--- src/rtl/alu_pkg.sv ---
// Shared ALU opcode encoding and execute-unit state encoding.
// The decoder and the execute unit both import this package.
package alu_pkg;

  localparam int ALU_OP_W = 4;

  localparam logic [ALU_OP_W-1:0] ALU_ADD  = 4'b0000;
  localparam logic [ALU_OP_W-1:0] ALU_SUB  = 4'b0001;
  localparam logic [ALU_OP_W-1:0] ALU_SLL  = 4'b0010;
  localparam logic [ALU_OP_W-1:0] ALU_SLT  = 4'b0011;
  localparam logic [ALU_OP_W-1:0] ALU_SLTU = 4'b0100;
  localparam logic [ALU_OP_W-1:0] ALU_XOR  = 4'b0101;
  localparam logic [ALU_OP_W-1:0] ALU_SRL  = 4'b0110;
  localparam logic [ALU_OP_W-1:0] ALU_SRA  = 4'b0111;
  localparam logic [ALU_OP_W-1:0] ALU_OR   = 4'b1000;
  localparam logic [ALU_OP_W-1:0] ALU_AND  = 4'b1001;

  typedef enum logic [1:0] {
    ST_IDLE  = 2'd0,
    ST_SHIFT = 2'd1,
    ST_DONE  = 2'd2
  } alu_state_t;

endpackage

--- src/rtl/alu_shift_iter.sv ---
// Iterative one-bit-per-cycle shifter: accumulator plus down-counter.
// o_next is the value after the next shift step; o_done flags the final step.
module alu_shift_iter #(
  parameter int WIDTH = 32
) (
  input  logic                     clk,
  input  logic                     reset,
  input  logic                     i_start,
  input  logic                     i_dir,
  input  logic                     i_arith,
  input  logic [WIDTH-1:0]         i_value,
  input  logic [$clog2(WIDTH)-1:0] i_shamt,
  output logic                     o_done,
  output logic [WIDTH-1:0]         o_next
);

  localparam int SHW = $clog2(WIDTH);

  logic [WIDTH-1:0] r_acc;
  logic [SHW-1:0]   r_cnt;
  logic             r_dir;
  logic             r_fill;

  // Right shifts fill with r_fill, which is the latched sign bit for SRA and 0 for SRL.
  assign o_next = r_dir ? {r_fill, r_acc[WIDTH-1:1]} : {r_acc[WIDTH-2:0], 1'b0};
  assign o_done = (r_cnt == SHW'(1));

  always_ff @(posedge clk) begin
    if (reset) begin
      r_acc  <= '0;
      r_cnt  <= '0;
      r_dir  <= 1'b0;
      r_fill <= 1'b0;
    end else if (i_start) begin
      r_acc  <= i_value;
      r_cnt  <= i_shamt;
      r_dir  <= i_dir;
      r_fill <= i_arith & i_value[WIDTH-1];
    end else if (r_cnt != '0) begin
      r_acc <= o_next;
      r_cnt <= r_cnt - 1'b1;
    end
  end

endmodule

--- src/rtl/alu_exec_unit.sv ---
// Multi-cycle integer execute unit with valid/ready handshakes on both sides.
// Single-cycle ops resolve at the accept edge; shifts iterate one bit per cycle.
module alu_exec_unit
  import alu_pkg::*;
#(
  parameter int WIDTH = 32
) (
  input  logic                clk,
  input  logic                reset,
  input  logic                in_valid,
  output logic                in_ready,
  input  logic [ALU_OP_W-1:0] alu_op,
  input  logic [WIDTH-1:0]    a,
  input  logic [WIDTH-1:0]    b,
  output logic                out_valid,
  input  logic                out_ready,
  output logic [WIDTH-1:0]    result,
  output logic                zero,
  output logic                illegal_op
);

  localparam int SHW = $clog2(WIDTH);

  alu_state_t       r_state;
  logic             r_outValid;
  logic [WIDTH-1:0] r_result;
  logic             r_zero;
  logic             r_illegal;

  logic [SHW-1:0]   w_shamt;
  logic             w_isShift;
  logic             w_accept;
  logic             w_shiftStart;
  logic [WIDTH-1:0] w_aluResult;
  logic             w_illegal;
  logic             w_shiftDone;
  logic [WIDTH-1:0] w_shiftNext;

  assign w_shamt      = b[SHW-1:0];
  assign w_isShift    = (alu_op == ALU_SLL) || (alu_op == ALU_SRL) || (alu_op == ALU_SRA);
  assign in_ready     = (r_state == ST_IDLE) && !reset;
  assign w_accept     = in_valid && in_ready;
  assign w_shiftStart = w_accept && w_isShift && (w_shamt != '0);

  // Single-cycle result; a shift by zero passes a through unchanged.
  always_comb begin
    w_aluResult = '0;
    w_illegal   = 1'b0;
    case (alu_op)
      ALU_ADD:  w_aluResult = a + b;
      ALU_SUB:  w_aluResult = a - b;
      ALU_SLT:  w_aluResult = {{(WIDTH-1){1'b0}}, ($signed(a) < $signed(b))};
      ALU_SLTU: w_aluResult = {{(WIDTH-1){1'b0}}, (a < b)};
      ALU_XOR:  w_aluResult = a ^ b;
      ALU_OR:   w_aluResult = a | b;
      ALU_AND:  w_aluResult = a & b;
      ALU_SLL, ALU_SRL, ALU_SRA: w_aluResult = a;
      default:  w_illegal = 1'b1;
    endcase
  end

  alu_shift_iter #(.WIDTH(WIDTH)) u_shift (
    .clk     (clk),
    .reset   (reset),
    .i_start (w_shiftStart),
    .i_dir   (alu_op != ALU_SLL),
    .i_arith (alu_op == ALU_SRA),
    .i_value (a),
    .i_shamt (w_shamt),
    .o_done  (w_shiftDone),
    .o_next  (w_shiftNext)
  );

  // Handshake FSM; result, zero and illegal_op only change on entry to DONE.
  always_ff @(posedge clk) begin
    if (reset) begin
      r_state    <= ST_IDLE;
      r_outValid <= 1'b0;
      r_result   <= '0;
      r_zero     <= 1'b0;
      r_illegal  <= 1'b0;
    end else begin
      case (r_state)
        ST_IDLE: begin
          if (w_shiftStart) begin
            r_state <= ST_SHIFT;
          end else if (w_accept) begin
            r_state    <= ST_DONE;
            r_outValid <= 1'b1;
            r_result   <= w_aluResult;
            r_zero     <= (w_aluResult == '0);
            r_illegal  <= w_illegal;
          end
        end
        ST_SHIFT: begin
          if (w_shiftDone) begin
            r_state    <= ST_DONE;
            r_outValid <= 1'b1;
            r_result   <= w_shiftNext;
            r_zero     <= (w_shiftNext == '0);
            r_illegal  <= 1'b0;
          end
        end
        ST_DONE: begin
          if (out_ready) begin
            r_state    <= ST_IDLE;
            r_outValid <= 1'b0;
          end
        end
        default: r_state <= ST_IDLE;
      endcase
    end
  end

  assign out_valid  = r_outValid;
  assign result     = r_result;
  assign zero       = r_zero;
  assign illegal_op = r_illegal;

endmodule

--- config.mk ---
export PLATFORM = sky130hd
export DESIGN_NAME = alu_exec_unit
export DESIGN_NICKNAME = d
export VERILOG_FILES = /design/src/rtl/alu_pkg.sv /design/src/rtl/alu_shift_iter.sv /design/src/rtl/alu_exec_unit.sv
export SDC_FILE = /design/constraint.sdc
export NUM_CORES = 1
export LEC_CHECK = 0
export CORE_AREA = 2 2 199 201
export DETAILED_ROUTE_END_ITERATION = 8
export DIE_AREA = 0 0 201 203
export GPL_ROUTABILITY_DRIVEN = 0
export HOLD_SLACK_MARGIN = 0.08
export SLEW_MARGIN = 20
export SYNTH_ARGS = -nofsm -noshare
export SYNTH_HDL_FRONTEND = slang
export SYNTH_SLANG_ARGS = --single-unit
--- constraint.sdc ---
create_clock -name clk -period 11.4 [get_ports clk]
set_clock_uncertainty 0.2 [all_clocks]
set_input_delay 1.14 -clock clk [delete_from_list [all_inputs] [get_ports clk]]
set_output_delay 1.14 -clock clk [all_outputs]
set_load 0.005 [all_outputs]
==> results.md <==
- Iter 0 DRT Violations: approximately 1,300
- Fin. Hold Viols: 0
- Row Count: between 70 and 80
- Top post-synthesis cells by area: dfxtp_1 (16%), ha_1 (14%), a21oi_1 (7.5%), nor2_1 (6.4%), nand2_1 (4.5%)
- Synthesized area: approximately 9600 um2
- Cell repeated most along the worst path: inv_1
- RSZ-0062 raised after global routing: no
- # Post-CTS Setup Buffers: 0
- # fillers: between 4,000 and 5,000
- Synth warn: 0
- Most frequent cells in the layout: nor2_1 (163), a21oi_1 (144), nand2_1 (113)
- Comb pwr share: a little under three fifths
- Multiplexer share of the synthesized area: approximately 4.2%
- Vias after detailed routing: 10,700
- Pleak: 4.49 nW
- Switch share: a little under half
- CTS resizes: 0
- Critical Path AT: around 5800 ps
- Fin. max-slew vios: 0
- Insertion delay to the later sink of the worst-skew pair: around 340 ps
- CTS tree: done
- Synth Area in Adders: between 10 and 15%
- Sequential Power Share: 24.9%
- Buf/Inv on CP: 3
- Remaining DRCs: 0
- Slowest CP cell: clkdlybuf4s50_1
- Clock Sinks: 76
- Outcome: finished, final reports clean
- Startpoint Class: input pin
- Worst slew margin: 22.3%
- Area Growth Syn to Fin: 18.7%
- Core box area: 38,500 um2
- Measured slew at the worst slew-check pin: between 1000 and 1500 ps
- Hold_buf cts: 0
- CTS clk-pin slew, worst paths: around 60 ps
- Maximum number of pins on one net before global-route repair: 77
- Asr flop ratio synth: 0%
- Pint: 0.911 mW
- Largest family of logic cells by synthesized area: compound AO/OA/AOI/OAI gates
- I/O pin total: about 110
- CP endpoint kind: register
- Post-synth cell types: 91
- Die H: roughly 200 um
- H-tree Lvls: 3
- ANT cells: 0
- CTS Buf Count: 9
- Wire per inst: ~20 um
- Total global-route track usage: 18.1%
- Clk pwr share: between 10% and 20%
- Critical Path, Cell by Cell: clkdlybuf4s50_1 > inv_1 > ha_1 > inv_1 > fa_1 > nor2b_1 > o311ai_2 > a21oi_1 > o2111ai_1 > a31oi_1 > a221oi_1 > o21bai_1 > a2111oi_0 > a211o_1 > nor3_1 > a41o_1
- Drt total wl: around 38 mm
- Worst IR Drop VDD: ~140 uV
- Top delay family on crit path: compound AO/OA/AOI/OAI gates
- Crit Path Class: input pin to register
- I/O Buffers: about 110
- Simple-gate share of the synthesized area: approximately 23%
- Syn nets: around 1,500
- Top cell type's share of synthesized area: around 16%
- Vias/cell: approximately 5.6
- Synth area leader: dfxtp_1
- Setup TNS: 0 ps
- Vias in the first global route: slightly above 10,000
- Final period util: between 50% and 60%
- Hold crit path type: register to register
- Synth Area in XOR/XNOR: between 1 and 1.5%
- CP max FO: 4
- Fmax: about 170 MHz
- Reg2Reg Setup Slack: 6920 ps
- Seq cells post-synth: 76
- Max cap viols: 0
- Post-synth EDFFs: 0
- First-pass detailed-route iteration total: 5
- Final Setup Violations: 0
- CP peak stage delay: about 540 ps
- Antenna violations before repair: 0
- First-pass GRT wire length: 58.5 mm
- Commonest non-fill, non-tap cell in the layout: nor2_1
- Grt total ovfl: 0
- Data required, critical path: 11,430 ps
- Post-DP HPWL: ~29 mm
- Post-route ant nets: 0
- Ratio of cells with drive above 1 in the final layout: about 5.2%
- Area of the die: between 40,000 and 50,000 um2
- Register area share after synthesis: approximately 16%
- Switching power: roughly 0.76 mW
- Nets: about 1,600
- Pwr/cell area: around 150 nW/um2
- Most common flop cell mapped by yosys: dfxtp_1
- Syn_area_per_cell: between 7 and 8 um2
- Util after Layout: between 20% and 30%
- Post-layout min period: 5740 ps
- Synth Instances: roughly 1,400
- Starting Density: between 20% and 30%
- Clock buffer depth: 2
- Die Width: 201 um
- Compound-Gate Fraction of Synth Area: 32.6%
- Root Driver: clkbuf_16
per-layer routing:
metal,track usage [%],up-vias,share of wire (%)
met5,0,-,0
met4,7.51,0,4.4
met3,2.87,87,7.1
met2,29.7,494,45
met1,23.6,5105,43
li1,-,5012,-
final cells by class:
type	instances	area, um2	area share, %
multi-input cells	1083	7310	64.2
clock buffers	11	243	2.13
clock inverters	4	73.8	0.648
repair buffers	123	1190	10.4
well taps	518	648	5.69
flip-flops and latches	76	1520	13.4
inverters	106	404	3.55
metrics by stage:
stage / cell area, um2 / total power, mW / cells / hold WS, ps / worst slack (ps)
3_3_place_gp: 11100 / 1.34 / 1906 / 245 / 5510
4_1_cts: 11400 / 1.66 / 1921 / 256 / 5870
5_1_grt: 11400 / 1.81 / 1921 / 270 / 5680
2_1_floorplan: 9600 / 1.06 / 1360 / 248 / 7020
3_5_place_dp: 11100 / 1.35 / 1906 / 248 / 5510
6_report: 11400 / 1.67 / 1921 / 253 / 5660
sequential cells by signal (all words and copies together), names as in the netlist:
signal / cells
u_shift.r_acc: 32
result: 32
u_shift.r_dir: 1
r_state: 2
u_shift.r_cnt: 5
out_valid: 1
illegal_op: 1
zero: 1
u_shift.r_fill: 1
synthesized netlist by cell type (5+ instances only):
| cell | number |
|---|---|
| a221oi_1 | 25 |
| buf_1 | 8 |
| nand2_1 | 114 |
| buf_2 | 15 |
| o2111ai_1 | 5 |
| xnor2_1 | 14 |
| a31oi_1 | 12 |
| nor2_1 | 164 |
| o211ai_1 | 33 |
| mux2i_1 | 38 |
| nand2b_1 | 8 |
| nor2b_1 | 13 |
| or4_1 | 6 |
| a211o_1 | 7 |
| and2_1 | 11 |
| clkbuf_1 | 68 |
| inv_1 | 103 |
| o221ai_1 | 16 |
| o31ai_1 | 16 |
| o21ai_0 | 60 |
| o21bai_1 | 7 |
| nand3b_1 | 5 |
| a21boi_0 | 7 |
| dfxtp_1 | 76 |
| o21a_1 | 8 |
| nor4_1 | 12 |
| a21o_1 | 12 |
| nand4_1 | 17 |
| a211oi_1 | 45 |
| a21oi_1 | 144 |
| nor3_1 | 26 |
| nand3_1 | 28 |
| ha_1 | 106 |
| or3_1 | 7 |
| nor3b_1 | 5 |
| and3_1 | 14 |
final timing paths:
kind,from,to,cells after the start
max,a[0],zero,16
min,result[23],result[23],2
max reg2reg,r_state[0],result[6],11
min reg2reg,result[23],result[23],2
power groups by stage:
stage	clock network [mW]	logic [mW]	registers [mW]
finish	0.307	0.949	0.417
CTS	0.315	0.933	0.415
global route	0.325	1.06	0.426
floorplan	0	0.656	0.400
detailed placement	0	0.925	0.421
global placement	0	0.922	0.418
worst min-delay path: stages, from the launching register on:
cell	delay, ps
dfxtp_1	310
nand2_1	50
a21oi_1	50
cells by family (layout without fill, tap and decap cells):
kind of cell | after synthesis | in the layout
multiplexers | 40 | 40
buffers and inverters | 201 | 244
adder cells (fa/ha/maj) | 108 | 108
AND/OR/NAND/NOR | 458 | 458
XOR/XNOR | 16 | 16
AO/OA/AOI/OAI | 461 | 461
flip-flops | 76 | 76
(Power assumes the default switching activity.)
